$ cat config.mk
export PLATFORM = sky130hd
export DESIGN_NAME = instr_fetch_flat
export DESIGN_NICKNAME = d
export VERILOG_FILES = /design/src/rtl/proc_pkg.sv /design/src/rtl/instr_fetch_if.sv /design/src/rtl/fetch_timeout.sv /design/src/rtl/instr_fetch.sv /design/src/flat_wrapper.sv
export SDC_FILE = /design/constraint.sdc
export NUM_CORES = 1
export LEC_CHECK = 0
export CAP_MARGIN = 15
export CORE_MARGIN = 1
export CORE_UTILIZATION = 30
export CTS_BUF_LIST = sky130_fd_sc_hd__clkbuf_8 sky130_fd_sc_hd__clkbuf_16
export DETAILED_ROUTE_END_ITERATION = 6
export PLACE_DENSITY_LB_ADDON = 0.08
export SYNTH_ARGS = -nofsm -noshare
export SYNTH_HDL_FRONTEND = slang
export SYNTH_SLANG_ARGS = --single-unit
$ cat constraint.sdc
create_clock -name clock -period 3.15 [get_ports clock]
set_input_delay 0.4725 -clock clock [delete_from_list [all_inputs] [get_ports clock]]
set_output_delay 0.4725 -clock clock [all_outputs]
set_load 0.05 [all_outputs]
$ cat src/rtl/proc_pkg.sv
// Shared processor types: FSM states, instruction field positions and fetch defaults.
package proc_pkg;

  typedef enum logic [1:0] {IDLE, FETCH, DELIVER, HALTED} state_t;

  localparam logic [5:0]  HALT_OP  = 6'b111111;
  localparam logic [31:0] NOP_WORD = 32'h0000_0000;

  localparam int unsigned CNT_W      = 4;
  localparam int unsigned OPCODE_MSB = 31;
  localparam int unsigned OPCODE_LSB = 26;
  localparam int unsigned JUMP_MSB   = 25;
  localparam int unsigned JUMP_LSB   = 0;
  localparam int unsigned BRANCH_MSB = 15;
  localparam int unsigned BRANCH_LSB = 0;

endpackage

$ cat src/rtl/instr_fetch_if.sv
// PC, instruction-memory and decoded-field signals of the fetch unit.
interface instr_fetch_if;
  logic [31:0] endereco;
  logic        stall_ext;
  logic        halt;
  logic        mem_req;
  logic [31:0] mem_addr;
  logic        mem_ack;
  logic [31:0] mem_rdata;
  logic [31:0] instr;
  logic        instr_valid;
  logic [5:0]  opcode;
  logic [25:0] endJump;
  logic [15:0] endBranch;
  logic        fetch_err;

  modport master (
    input  endereco, stall_ext, mem_ack, mem_rdata,
    output halt, mem_req, mem_addr, instr, instr_valid, opcode, endJump, endBranch, fetch_err
  );

  modport slave (
    output endereco, stall_ext, mem_ack, mem_rdata,
    input  halt, mem_req, mem_addr, instr, instr_valid, opcode, endJump, endBranch, fetch_err
  );
endinterface

$ cat src/rtl/fetch_timeout.sv
// Wait-cycle counter for a pending fetch; expired flags the last allowed FETCH cycle.
module fetch_timeout
  import proc_pkg::*;
#(
  parameter int unsigned Limit = 15
) (
  input  logic clock,
  input  logic reset,
  input  logic i_clear,
  input  logic i_enable,
  output logic o_expired
);

  logic [CNT_W-1:0] r_cnt;

  always_ff @(posedge clock or negedge reset) begin
    if (!reset) begin
      r_cnt <= '0;
    end else if (i_clear) begin
      r_cnt <= '0;
    end else if (i_enable && !o_expired) begin
      r_cnt <= r_cnt + 1'b1;
    end
  end

  // Counter holds cycles already spent, so Limit-1 marks the Limit-th request cycle.
  assign o_expired = i_enable && (r_cnt == CNT_W'(Limit - 1));

endmodule

$ cat src/rtl/instr_fetch.sv
// Instruction-fetch responder: req/ack read of instruction memory, instruction register,
// and the halt handshake that lets the PC advance once per delivered instruction.
module instr_fetch #(
  parameter int unsigned TIMEOUT  = 15,
  parameter logic [5:0]  HALT_OP  = proc_pkg::HALT_OP,
  parameter logic [31:0] NOP_WORD = proc_pkg::NOP_WORD
) (
  input logic           clock,
  input logic           reset,
  instr_fetch_if.master bus
);

  proc_pkg::state_t r_state;
  logic [31:0]      r_instr;
  logic [31:0]      r_mem_addr;
  logic             r_err;

  logic w_in_fetch;
  logic w_ack;
  logic w_expired;
  logic w_advance;

  assign w_in_fetch = (r_state == proc_pkg::FETCH);
  assign w_ack      = w_in_fetch && bus.mem_ack;
  assign w_advance  = (r_state == proc_pkg::DELIVER) && !bus.stall_ext &&
                      (r_instr[proc_pkg::OPCODE_MSB:proc_pkg::OPCODE_LSB] != HALT_OP);

  fetch_timeout #(
    .Limit (TIMEOUT)
  ) u_timeout (
    .clock     (clock),
    .reset     (reset),
    .i_clear   (!w_in_fetch || w_ack),
    .i_enable  (w_in_fetch),
    .o_expired (w_expired)
  );

  always_ff @(posedge clock or negedge reset) begin
    if (!reset) begin
      r_state    <= proc_pkg::IDLE;
      r_instr    <= '0;
      r_mem_addr <= '0;
      r_err      <= 1'b0;
    end else begin
      unique case (r_state)
        proc_pkg::IDLE: begin
          r_state    <= proc_pkg::FETCH;
          r_mem_addr <= bus.endereco;
        end
        proc_pkg::FETCH: begin
          r_mem_addr <= bus.endereco;
          if (bus.mem_ack) begin
            r_instr <= bus.mem_rdata;
            r_state <= proc_pkg::DELIVER;
          end else if (w_expired) begin
            r_instr <= NOP_WORD;
            r_err   <= 1'b1;
            r_state <= proc_pkg::DELIVER;
          end
        end
        proc_pkg::DELIVER: begin
          if (!bus.stall_ext) begin
            if (r_instr[proc_pkg::OPCODE_MSB:proc_pkg::OPCODE_LSB] == HALT_OP) begin
              r_state <= proc_pkg::HALTED;
            end else begin
              r_state    <= proc_pkg::FETCH;
              r_mem_addr <= bus.endereco;
            end
          end
        end
        proc_pkg::HALTED: r_state <= proc_pkg::HALTED;
        default:          r_state <= proc_pkg::IDLE;
      endcase
    end
  end

  // The PC moves on the same edge that leaves DELIVER, so the address is taken live in FETCH.
  assign bus.mem_addr    = w_in_fetch ? bus.endereco : r_mem_addr;
  assign bus.mem_req     = w_in_fetch;
  assign bus.halt        = !w_advance;
  assign bus.instr_valid = (r_state == proc_pkg::DELIVER) || (r_state == proc_pkg::HALTED);
  assign bus.instr       = r_instr;
  assign bus.fetch_err   = r_err;
  assign bus.opcode      = r_instr[proc_pkg::OPCODE_MSB:proc_pkg::OPCODE_LSB];
  assign bus.endJump     = r_instr[proc_pkg::JUMP_MSB:proc_pkg::JUMP_LSB];
  assign bus.endBranch   = r_instr[proc_pkg::BRANCH_MSB:proc_pkg::BRANCH_LSB];

endmodule

$ cat src/flat_wrapper.sv
// flat-port wrapper written by rule: the top's interface ports become plain ports
module instr_fetch_flat 
#(
  parameter int unsigned TIMEOUT  = 15,
  parameter logic [5:0]  HALT_OP  = proc_pkg::HALT_OP,
  parameter logic [31:0] NOP_WORD = proc_pkg::NOP_WORD
)
  (clock, reset, bus_endereco, bus_stall_ext, bus_mem_ack, bus_mem_rdata, bus_halt, bus_mem_req, bus_mem_addr, bus_instr, bus_instr_valid, bus_opcode, bus_endJump, bus_endBranch, bus_fetch_err);
  instr_fetch_if bus_i ();
  input logic clock;
  input logic reset;
  input wire logic [$bits(bus_i.endereco)-1:0] bus_endereco;
  input wire logic [$bits(bus_i.stall_ext)-1:0] bus_stall_ext;
  input wire logic [$bits(bus_i.mem_ack)-1:0] bus_mem_ack;
  input wire logic [$bits(bus_i.mem_rdata)-1:0] bus_mem_rdata;
  output wire logic [$bits(bus_i.halt)-1:0] bus_halt;
  output wire logic [$bits(bus_i.mem_req)-1:0] bus_mem_req;
  output wire logic [$bits(bus_i.mem_addr)-1:0] bus_mem_addr;
  output wire logic [$bits(bus_i.instr)-1:0] bus_instr;
  output wire logic [$bits(bus_i.instr_valid)-1:0] bus_instr_valid;
  output wire logic [$bits(bus_i.opcode)-1:0] bus_opcode;
  output wire logic [$bits(bus_i.endJump)-1:0] bus_endJump;
  output wire logic [$bits(bus_i.endBranch)-1:0] bus_endBranch;
  output wire logic [$bits(bus_i.fetch_err)-1:0] bus_fetch_err;
  assign bus_i.endereco = bus_endereco;
  assign bus_i.stall_ext = bus_stall_ext;
  assign bus_i.mem_ack = bus_mem_ack;
  assign bus_i.mem_rdata = bus_mem_rdata;
  assign bus_halt = bus_i.halt;
  assign bus_mem_req = bus_i.mem_req;
  assign bus_mem_addr = bus_i.mem_addr;
  assign bus_instr = bus_i.instr;
  assign bus_instr_valid = bus_i.instr_valid;
  assign bus_opcode = bus_i.opcode;
  assign bus_endJump = bus_i.endJump;
  assign bus_endBranch = bus_i.endBranch;
  assign bus_fetch_err = bus_i.fetch_err;
  instr_fetch #(.TIMEOUT(TIMEOUT), .HALT_OP(HALT_OP), .NOP_WORD(NOP_WORD)) u_core (.clock(clock), .reset(reset), .bus(bus_i));
endmodule
==> results of run 1 <==
[through the flow]
step | std cells | utilization | power, uW
CTS | 608 | 0.4641 | 2100
floorplan | 328 | - | 930.1
finish | 608 | 0.4641 | 2062
global placement | 592 | 0.4370 | 1038
global route | 608 | 0.4641 | 2151
detailed placement | 592 | 0.4370 | 1040
[logic make-up (layout without fill, tap and decap cells)]
kind of cell / Yosys count / after routing / synth area share
AOI/OAI and AO/OA: 40 / 40 / 0.09714
xor gates and xnor gates: 2 / 2 / 0.005001
adders and majority gates: 2 / 2 / 0.007142
buffers and inverters: 70 / 207 / 0.1439
DFF: 71 / 71 / 0.5071
muxes: 32 / 32 / 0.1125
and+or+nand+nor: 111 / 111 / 0.1271
[layout make-up]
type,instances,area [um2]
repair buffers,187,1789
clock buffers,11,252.7
clock inverters,5,56.30
flip-flops and latches,71,1777
fillers,1097,6120
well taps,143,178.9
multi-input cells,187,1230
inverters,4,15.01
[worst max-delay path: cells and delay by family (launching register included)]
kind                   cells  cell delay [ps]
DFF                        1              400
and+or+nand+nor            1              170
AOI/OAI and AO/OA          1              210
buffers and inverters      1              830
[cell usage in the layout (no fill, tap or decap), types with 3 or more instances in the layout]
cell / n
sky130_fd_sc_hd__a22o_1: 32
sky130_fd_sc_hd__nand3_1: 3
sky130_fd_sc_hd__dfrtp_1: 71
sky130_fd_sc_hd__buf_4: 37
sky130_fd_sc_hd__inv_1: 3
sky130_fd_sc_hd__nand2_1: 97
sky130_fd_sc_hd__clkdlybuf4s50_1: 149
sky130_fd_sc_hd__mux2_4: 9
sky130_fd_sc_hd__mux2_2: 23
sky130_fd_sc_hd__clkbuf_16: 9
[state kept, by name, summed over array words and instances (netlist names)]
name,flops
u_core.bus.fetch_err,1
u_core.u_timeout.r_cnt,4
u_core.bus.instr,32
u_core.r_mem_addr,32
u_core.r_state,2
[final timing paths]
check                                     startpoint                    end  slack [ps]
worst max-delay path            u_core.bus.instr[26]               bus_halt         730
worst min-delay path                           reset    u_core.bus.instr[6]         260
worst max register to register  u_core.bus.instr[26]  u_core.r_mem_addr[18]        1080
worst min register to register  u_core.bus.fetch_err   u_core.bus.fetch_err         480
max in group asynchronous                      reset    u_core.bus.instr[0]        2270
min in group clock              u_core.bus.fetch_err   u_core.bus.fetch_err         480
[routing by layer]
layer,wire [um],GRT usage,vias to the layer above
met5,0,0,-
met4,121,0.06000,0
met3,635,0.05585,10
met2,4306,0.2638,100
met1,3722,0.1772,1317
li1,-,-,1313
[power by group]
| part | internal, uW | leakage (uW) | switching [uW] |
|---|---|---|---|
| combinational | 73.0 | 0.00142 | 35.4 |
| clock | 654 | 0.000152 | 387 |
| sequential | 912 | 0.000977 | 0 |
| total | 1640 | 0.00254 | 422 |
==> insert_results.sql, run 1 <==
INSERT INTO impl_metrics (metric_group, metric, value, unit) VALUES
('floorplan', 'placement_rows', '39', ''),
('timing', 'fmaxAchievable', '0.4129', 'GHz'),
('finish', 'antennaDiodeCount', '0', ''),
('place', 'place.gp.congestion', '0.7264', ''),
('power_and_ir_drop', 'leakagePower', '0.002545', 'uW'),
('timing', 'worst_slack', '728.0', 'ps'),
('logic_synthesis', 'async_flop_share', '1.000', ''),
('worst_setup_path', 'critPathSlowestCell', 'sky130_fd_sc_hd__clkdlybuf4s50_1', ''),
('logic_synthesis', 'count_of_synthesis_stage_warnings_from_yosys', '0', ''),
('grt', 'grt_overflow_total', '0', ''),
('route', 'postRouteWirelength', '8.786', 'mm'),
('worst_setup_path', 'critical_path.cell_chain', 'nand4_1 -> o21ai_0 -> clkdlybuf4s50_1', ''),
('worst_setup_path', 'worstSetupPathType', 'reg -> out', ''),
('route', 'drt_pre_antenna_iters', '4', ''),
('grt', 'grt_pass1_wl', '13.87', 'mm'),
('timing', 'post_route_fraction_of_the_period_consumed_by_the_critical_path', '0.7689', ''),
('place', 'pre_cts_slack', '746.5', 'ps'),
('route', 'drtAntennaViolNets', '0', ''),
('cts', 'clock_path_buffers', '2', ''),
('worst_setup_path', 'cp_max_fo', '4', ''),
('logic_synthesis', 'yosys.area.top_type_share', '0.5071', ''),
('finish', 'layout-drive-gt1-share', '0.1914', ''),
('worst_setup_path', 'cp-end-kind', 'output pin', ''),
('cts', 'tritoncts', 'yes', ''),
('timing', 'whs', '259.8', 'ps'),
('worst_setup_path', 'reg2reg_depth', '4', ''),
('job', 'drv.max_cap_violation_count', '0', ''),
('cts', 'post_cts.resized_instances', '0', ''),
('timing', 'timing.final.crit_period', '2422', 'ps'),
('logic_synthesis', 'synth_seq_area_share', '0.5071', ''),
('place', 'place_hpwl', '6.033', 'mm'),
('cts', 'h-tree-depth', '3', ''),
('route', 'drcViolationCount', '0', ''),
('floorplan', 'die_h', '110.1', 'um'),
('worst_setup_path', 'arrival', '1950', 'ps'),
('finish', 'areaGrowthSynthToFinish', '51.25', '%'),
('timing', 'worst_slew_pin_slew', '923.2', 'ps'),
('floorplan', 'pin_count', '184', ''),
('finish', 'post_layout_net_count', '530', ''),
('timing', 'final_hold_viol_count', '0', ''),
('logic_synthesis', 'synth_largest_area_cell', 'sky130_fd_sc_hd__dfrtp_1', ''),
('cts', 'number_of_buffers_created_by_cts', '9', ''),
('logic_synthesis', 'number_of_standard_cells_after_synthesis', '328', ''),
('power_and_ir_drop', 'worst_ir_drop_vdd', '0.2631', 'mV'),
('logic_synthesis', 'postSynthRegisterBits', '71', ''),
('timing', 'relative_slew_slack', '0.3845', ''),
('floorplan', 'die_area', '0.01211', 'mm2'),
('grt', 'number_of_global_route_vias_before_repair', '2699', ''),
('power_and_ir_drop', 'cellPowerDensity', '389.1', 'mW/mm2'),
('finish', 'finalInstanceArea', '0.005299', 'mm2'),
('worst_setup_path', 'critPathRequiredTime', '2680', 'ps'),
('floorplan', 'initial_utilization', '0.3068', ''),
('status', 'run_status', 'finished, final reports clean', ''),
('logic_synthesis', 'ys_dominant_reg_cell', 'sky130_fd_sc_hd__dfrtp_1', ''),
('cts', 'post_cts_clock_slew_at_the_launch_and_capture_registers_of_the_worst_setup_and_hold_paths', '60', 'ps'),
('cts', 'post-cts-setup-buffers', '0', ''),
('route', 'route.vias.total', '2740', ''),
('timing', 'setup_total_negative_slack', '0', 'ps'),
('cts', 'cts.sinks', '71', ''),
('logic_synthesis', 'mappedNetlistArea', '0.003503', 'mm2'),
('grt', 'grt_start_max_net_pins', '72', ''),
('route', 'wl_per_cell', '14.45', 'um'),
('grt', 'number_of_antenna_violations_at_the_first_check_in_global_routing', '0', ''),
('logic_synthesis', 'synth_fp_nets', '398', ''),
('worst_setup_path', 'crit_path_start_kind', 'flip-flop', ''),
('place', 'port-buffer-count', '183', ''),
('timing', 'clock_skew', '6.057', 'ps'),
('logic_synthesis', 'synthesis.area_per_instance', '10.68', 'um2'),
('floorplan', 'die-width', '110.1', 'um'),
('logic_synthesis', 'synth_edf_count', '0', ''),
('route', 'drt_iter0_markers', '91', '');
Note: power is estimated with default switching activity, not from simulation.
==> inputs of run 2 (changes only) <==
Clock period 3.15 ns to 2.5 ns, I/O delays scaled along.
==> insert_results.sql, run 2 (same netlist as run 1, synthesis figures left out) <==
INSERT INTO impl_metrics (metric_group, metric, value, unit) VALUES
('place', 'place_hpwl', '5.999', 'mm'),
('power_and_ir_drop', 'leakagePower', '0.002543', 'uW'),
('grt', 'grtUsageMet1', '0.1781', ''),
('cts', 'h-tree-depth', '3', ''),
('cts', 'cts.sinks', '71', ''),
('power_and_ir_drop', 'switching_fraction', '0.2056', ''),
('grt', 'use_met3', '0.04703', ''),
('floorplan', 'die_h', '110.1', 'um'),
('finish', 'post_layout_net_count', '531', ''),
('power_and_ir_drop', 'seqPwrFrac', '0.449', ''),
('timing', 'relative_slew_slack', '0.3707', ''),
('grt', 'number_of_antenna_violations_at_the_first_check_in_global_routing', '0', ''),
('worst_setup_path', 'cp_max_fo', '35', ''),
('timing', 'final-max-slew-violation-count', '0', ''),
('cts', 'number_of_buffers_created_by_cts', '9', ''),
('cts', 'post-cts-setup-buffers', '0', ''),
('route', 'drtAntennaViolNets', '0', ''),
('grt', 'number_of_global_route_vias_before_repair', '2547', ''),
('cts', 'cts_root_buf', 'sky130_fd_sc_hd__clkbuf_16', ''),
('route', 'drcViolationCount', '0', ''),
('worst_setup_path', 'r2r-end', 'u_core.bus.instr[23]', ''),
('cts', 'clock_path_buffers', '2', ''),
('finish', 'antennaDiodeCount', '0', ''),
('cts', 'post_cts_clock_slew_at_the_launch_and_capture_registers_of_the_worst_setup_and_hold_paths', '50', 'ps'),
('cts', 'post_cts.resized_instances', '0', ''),
('timing', 'timing.final.crit_period', '2256', 'ps'),
('timing', 'setup_total_negative_slack', '0', 'ps'),
('floorplan', 'placement_rows', '39', ''),
('worst_setup_path', 'register_to_register_path_setup_slack', '600', 'ps'),
('timing', 'unrepaired_setup_endpoints_after_global_routing', 'false', ''),
('grt', 'grt_pass1_wl', '13.28', 'mm'),
('route', 'avgViaCountPerCell', '4.516', ''),
('worst_setup_path', 'crit_start', 'u_core.r_state[1]', ''),
('grt', 'grt-busiest-layer', 'met2', ''),
('worst_setup_path', 'crit_path_start_kind', 'flip-flop', ''),
('power_and_ir_drop', 'combinationalPowerShare', '0.054', ''),
('status', 'run_status', 'finished, final reports clean', ''),
('route', 'drt_iter0_markers', '91', ''),
('floorplan', 'die_area', '0.01211', 'mm2'),
('finish', 'commonest_non_fill_non_tap_cells_in_the_layout', '148 x sky130_fd_sc_hd__clkdlybuf4s50_1, 97 x sky130_fd_sc_hd__nand2_1, 71 x sky130_fd_sc_hd__dfrtp_1, 39 x sky130_fd_sc_hd__buf_4, 32 x sky130_fd_sc_hd__a22o_1', ''),
('finish', 'multi_input_area', '0.001230', 'mm2'),
('timing', 'clock_skew', '6.180', 'ps'),
('floorplan', 'die-width', '110.1', 'um'),
('power_and_ir_drop', 'power_report.internal_total', '2035', 'uW'),
('worst_setup_path', 'timing.critical_path.to', 'bus_mem_addr[22]', ''),
('route', 'route.vias.total', '2750', ''),
('power_and_ir_drop', 'power.clock.fraction', '0.497', ''),
('grt', 'grt_start_max_net_pins', '72', ''),
('grt', 'grt.total_usage', '0.1469', ''),
('worst_setup_path', 'r2r-start', 'u_core.r_state[1]', ''),
('timing', 'fmaxAchievable', '0.4432', 'GHz'),
('place', 'place.gp.congestion', '0.6898', ''),
('route', 'drt_pre_antenna_iters', '4', ''),
('cts', 'cts.hold.buffers_added', '0', ''),
('finish', 'final_common_cell', 'sky130_fd_sc_hd__clkdlybuf4s50_1', ''),
('job', 'drv.max_cap_violation_count', '0', ''),
('worst_setup_path', 'critPathRequiredTime', '2120', 'ps'),
('floorplan', 'core_area', '0.01142', 'mm2'),
('route', 'postRouteWirelength', '8.737', 'mm'),
('power_and_ir_drop', 'power.switching', '526.6', 'uW'),
('cts', 'clock_insertion_delay_worst_skew', '330', 'ps'),
('grt', 'grt_overflow_total', '0', ''),
('worst_setup_path', 'arrival', '1880', 'ps'),
('grt', 'globalRouteMet2Util', '0.2420', ''),
('timing', 'final_hold_viol_count', '0', ''),
('worst_setup_path', 'worstSetupPathType', 'reg -> out', ''),
('finish', 'fillerInstances', '1069', ''),
('worst_setup_path', 'reg2reg_depth', '5', ''),
('place', 'port-buffer-count', '183', ''),
('power_and_ir_drop', 'worst_ir_drop_vdd', '0.3595', 'mV'),
('timing', 'worst_slew_pin_slew', '944.0', 'ps'),
('min_path', 'hold_path_class', 'in -> async', ''),
('timing', 'post_route_fraction_of_the_period_consumed_by_the_critical_path', '0.9024', ''),
('cts', 'tritoncts', 'yes', ''),
('worst_setup_path', 'cp-end-kind', 'output pin', ''),
('power_and_ir_drop', 'cellPowerDensity', '483.9', 'mW/mm2'),
('finish', 'layout-drive-gt1-share', '0.1953', ''),
('finish', 'post-route-util', '0.4636', ''),
('floorplan', 'pin_count', '184', ''),
('finish', 'areaGrowthSynthToFinish', '51.11', '%'),
('finish', 'seqCellArea', '0.001777', 'mm2'),
('floorplan', 'initial_utilization', '0.3068', ''),
('route', 'wl_per_cell', '14.35', 'um'),
('timing', 'setup_viol', '0', '');
run 2: changes by cell type in the layout (fill, tap and decap cells not counted), sizes merged:
| cell | before | now |
|---|---|---|
| buf | 38 | 40 |
| clkbuf | 11 | 10 |
| clkdlybuf4s50 | 149 | 148 |
| clkinvlp | 1 | 2 |
run 2: worst min-delay path by stage:
stage / start / slack (ps) / depth (start not counted) / endpoint
floorplan: reset / 80 / 0 / u_core.bus.fetch_err
CTS: reset / 220 / 1 / u_core.bus.instr[6]
finish: reset / 180 / 1 / u_core.bus.instr[6]
global placement: u_core.bus.fetch_err / 450 / 2 / u_core.bus.fetch_err
detailed placement: u_core.bus.fetch_err / 460 / 2 / u_core.bus.fetch_err
global route: reset / 270 / 1 / u_core.bus.instr[6]
run 2: worst max-delay path, stage by stage, from the launching register on:
cell,delay (ps)
sky130_fd_sc_hd__dfrtp_1,430
sky130_fd_sc_hd__nand2b_1,190
sky130_fd_sc_hd__inv_2,500
sky130_fd_sc_hd__nand2_1,120
sky130_fd_sc_hd__nand2_1,100
sky130_fd_sc_hd__buf_4,200
run 2: layout make-up:
| type | instances | area share |
|---|---|---|
| timing repair buffer | 188 | 0.3389 |
| clock buffer | 10 | 0.04514 |
| tap | 143 | 0.03380 |
| clock inverter | 6 | 0.01134 |
| sequential | 71 | 0.3356 |
| multi-input combinational | 187 | 0.2323 |
| inverter | 4 | 0.002836 |
run 2: metal layers:
metal,share of wire,wire [um],up-vias
li1,-,-,1310
met1,0.43,3728,1329
met2,0.49,4291,101
met3,0.067,588,10
met4,0.015,128,0
met5,0,0,-
run 2: per-stage QoR:
step	area (um2)	total power (uW)	hold WS [ps]	instances	setup slack, ps
2_1_floorplan	3503	1172	79.41	328	131.5
4_1_cts	5294	2609	220.3	609	185.1
3_5_place_dp	4995	1311	464.0	593	447.5
3_3_place_gp	4995	1310	453.3	593	479.3
6_report	5294	2562	179.5	609	243.9
5_1_grt	5294	2670	266.1	609	52.19
run 2: power groups by stage:
stage / sequential [uW] / clock, uW / combinational [uW]
floorplan: 1170 / 0 / 1.39
finish: 1150 / 1270 / 138
CTS: 1150 / 1320 / 141
detailed placement: 1170 / 0 / 141
global placement: 1170 / 0 / 140
global route: 1150 / 1370 / 151
==> inputs of run 3 (changes only) <==
Settings changed: CORE_ASPECT_RATIO set to 1.75, SETUP_SLACK_MARGIN set to 0.3.
==> insert_results.sql, run 3 (same netlist as run 1, synthesis figures left out) <==
INSERT INTO impl_metrics (metric_group, metric, value, unit) VALUES
('finish', 'layout-drive-gt1-share', '0.1949', ''),
('worst_setup_path', 'arrival', '1660', 'ps'),
('worst_setup_path', 'cpLargestDelayFamily', 'buffers and inverters', ''),
('finish', 'fillerInstances', '1072', ''),
('timing', 'post_route_fraction_of_the_period_consumed_by_the_critical_path', '0.8136', ''),
('place', 'place_hpwl', '6.130', 'mm'),
('worst_setup_path', 'critPathRequiredTime', '2120', 'ps'),
('floorplan', 'die_area', '0.01213', 'mm2'),
('timing', 'worst_slew_pin_slew', '924.0', 'ps'),
('grt', 'grt_overflow_total', '0', ''),
('job', 'drv.max_cap_violation_count', '0', ''),
('cts', 'clock_insertion_delay_worst_skew', '330', 'ps'),
('worst_setup_path', 'register_to_register_path_setup_slack', '770', 'ps'),
('power_and_ir_drop', 'cellPowerDensity', '486.3', 'mW/mm2'),
('place', 'pre_cts_slack', '451.5', 'ps'),
('grt', 'grt_start_max_net_pins', '72', ''),
('power_and_ir_drop', 'combinationalPowerShare', '0.053', ''),
('floorplan', 'initial_utilization', '0.3119', ''),
('cts', 'tritoncts', 'yes', ''),
('cts', 'cts_root_buf', 'sky130_fd_sc_hd__clkbuf_16', ''),
('timing', 'fmaxAchievable', '0.4916', 'GHz'),
('power_and_ir_drop', 'power.clock.fraction', '0.502', ''),
('floorplan', 'core_area', '0.01123', 'mm2'),
('timing', 'setup_viol', '0', ''),
('cts', 'h-tree-depth', '3', ''),
('finish', 'finish.cell_count_without_fillers', '599', ''),
('finish', 'commonest_non_fill_non_tap_cells_in_the_layout', '148 x sky130_fd_sc_hd__clkdlybuf4s50_1, 97 x sky130_fd_sc_hd__nand2_1, 71 x sky130_fd_sc_hd__dfrtp_1, 38 x sky130_fd_sc_hd__buf_4, 32 x sky130_fd_sc_hd__a22o_1', ''),
('worst_setup_path', 'cp-end-kind', 'output pin', ''),
('finish', 'final_common_cell', 'sky130_fd_sc_hd__clkdlybuf4s50_1', ''),
('worst_setup_path', 'crit_path_start_kind', 'flip-flop', ''),
('route', 'drt_iter0_markers', '60', ''),
('power_and_ir_drop', 'switching_fraction', '0.1920', ''),
('worst_setup_path', 'critical_path.cell_chain', 'nand2b_1 -> inv_2 -> buf_12 -> nand2_1 -> nand2_1 -> buf_4', ''),
('timing', 'final_hold_viol_count', '0', ''),
('worst_setup_path', 'r2r-start', 'u_core.bus.instr[29]', ''),
('cts', 'clock_path_buffers', '2', ''),
('worst_setup_path', 'timing.critical_path.mode_cell', 'sky130_fd_sc_hd__nand2_1', ''),
('worst_setup_path', 'cp_max_fo', '30', ''),
('worst_setup_path', 'cpPeakStageDelay', '430', 'ps'),
('grt', 'grt.total_usage', '0.1497', ''),
('timing', 'unrepaired_setup_endpoints_after_global_routing', 'false', ''),
('worst_setup_path', 'r2r-end', 'u_core.r_mem_addr[12]', ''),
('worst_setup_path', 'worstSetupPathType', 'reg -> out', ''),
('route', 'postRouteWirelength', '8.651', 'mm'),
('power_and_ir_drop', 'worst_ir_drop_vdd', '0.3131', 'mV'),
('finish', 'post_layout_net_count', '532', ''),
('route', 'drcViolationCount', '0', ''),
('power_and_ir_drop', 'leakagePower', '0.002568', 'uW'),
('timing', 'final-max-slew-violation-count', '0', ''),
('timing', 'timing.final.crit_period', '2034', 'ps'),
('route', 'wl_per_cell', '14.44', 'um'),
('timing', 'worst_slack', '466.0', 'ps'),
('route', 'drt_pre_antenna_iters', '4', ''),
('power_and_ir_drop', 'power', '2584', 'uW'),
('min_path', 'hold_path_class', 'in -> async', ''),
('finish', 'antennaDiodeCount', '0', ''),
('cts', 'cts.sinks', '71', ''),
('place', 'port-buffer-count', '183', ''),
('worst_setup_path', 'crit_start', 'u_core.r_state[1]', ''),
('route', 'avgViaCountPerCell', '4.601', ''),
('place', 'place.gp.congestion', '0.6842', ''),
('route', 'drtAntennaViolNets', '0', ''),
('place', 'placed_cells', '582', ''),
('power_and_ir_drop', 'power_report.internal_total', '2088', 'uW'),
('power_and_ir_drop', 'seqPwrFrac', '0.445', ''),
('floorplan', 'die-width', '83.69', 'um'),
('worst_setup_path', 'critPathSlowestCell', 'sky130_fd_sc_hd__dfrtp_1', ''),
('grt', 'number_of_global_route_vias_before_repair', '2772', ''),
('grt', 'number_of_antenna_violations_at_the_first_check_in_global_routing', '0', ''),
('floorplan', 'pin_count', '184', ''),
('timing', 'relative_slew_slack', '0.3840', ''),
('grt', 'grt_pass1_wl', '14.41', 'mm'),
('cts', 'post_cts_clock_slew_at_the_launch_and_capture_registers_of_the_worst_setup_and_hold_paths', '50', 'ps'),
('power_and_ir_drop', 'power.switching', '496.3', 'uW'),
('worst_setup_path', 'critical_path.n_buffers_inverters', '3', ''),
('timing', 'setup_total_negative_slack', '0', 'ps'),
('route', 'route.vias.total', '2756', ''),
('worst_setup_path', 'timing.critical_path.to', 'bus_mem_addr[29]', ''),
('floorplan', 'die_h', '145.0', 'um'),
('worst_setup_path', 'worst-path-stages', '6', ''),
('worst_setup_path', 'reg2reg_depth', '4', ''),
('finish', 'areaGrowthSynthToFinish', '51.71', '%'),
('cts', 'number_of_buffers_created_by_cts', '9', ''),
('floorplan', 'placement_rows', '51', ''),
('timing', 'clock_skew', '5.832', 'ps'),
('status', 'run_status', 'finished, final reports clean', '');
[run 3: cell count changes in the layout (fill, tap and decap cells not counted), sizes merged]
cell	previous run	this run
buf	40	41
inv	4	5
clkinv	3	2
clkinvlp	2	0
clkbuf	10	12
[run 3: cell type report]
class                   count  area, um2  area share
clock buffers              12      266.5     0.05014
clock inverters             4      43.79    0.008239
inverters                   4      15.01    0.002825
multi-input cells         187       1230      0.2314
flip-flops and latches     71       1777      0.3343
well taps                 132      165.2     0.03107
repair buffers            189       1818      0.3420
[run 3: worst min-delay path by stage]
stage | slack [ps] | cells past startpoint | to
floorplan | 80 | 0 | u_core.bus.fetch_err
finish | 170 | 1 | u_core.bus.instr[24]
CTS | 220 | 1 | u_core.bus.instr[24]
global placement | 450 | 2 | u_core.bus.fetch_err
detailed placement | 460 | 2 | u_core.bus.fetch_err
global route | 260 | 1 | u_core.bus.instr[4]
[run 3: power groups by stage]
stage	Combinational (uW)	Clock [uW]	Sequential, uW
4_1_cts	140	1340	1150
3_3_place_gp	138	0	1170
2_1_floorplan	1.39	0	1170
5_1_grt	151	1400	1150
6_report	137	1300	1150
3_5_place_dp	140	0	1170
[run 3: metal layers]
metal / part of all wire / wire length [um] / track usage
met4: 0.013 / 112 / 0.04831
met5: 0 / 0 / 0
met2: 0.52 / 4485 / 0.2626
met1: 0.40 / 3472 / 0.1741
met3: 0.067 / 580 / 0.04152
[run 3: timing repair]
action | CTS | global route
hold buffers | 0 | 0
hold endpoints to repair | 0 | 0
setup endpoints to repair | 0 | 32
buffers inserted | 0 | 1
gates resized for setup | 0 | 1
[run 3: metrics by stage]
step,util,cell area [um2],hold WS [ps]
after floorplan,-,3503,79.41
after global placement,0.4446,4994,451.0
after detailed placement,0.4446,4994,460.5
after CTS,0.4723,5304,217.7
after global routing,0.4733,5315,264.7
final,0.4733,5315,172.4
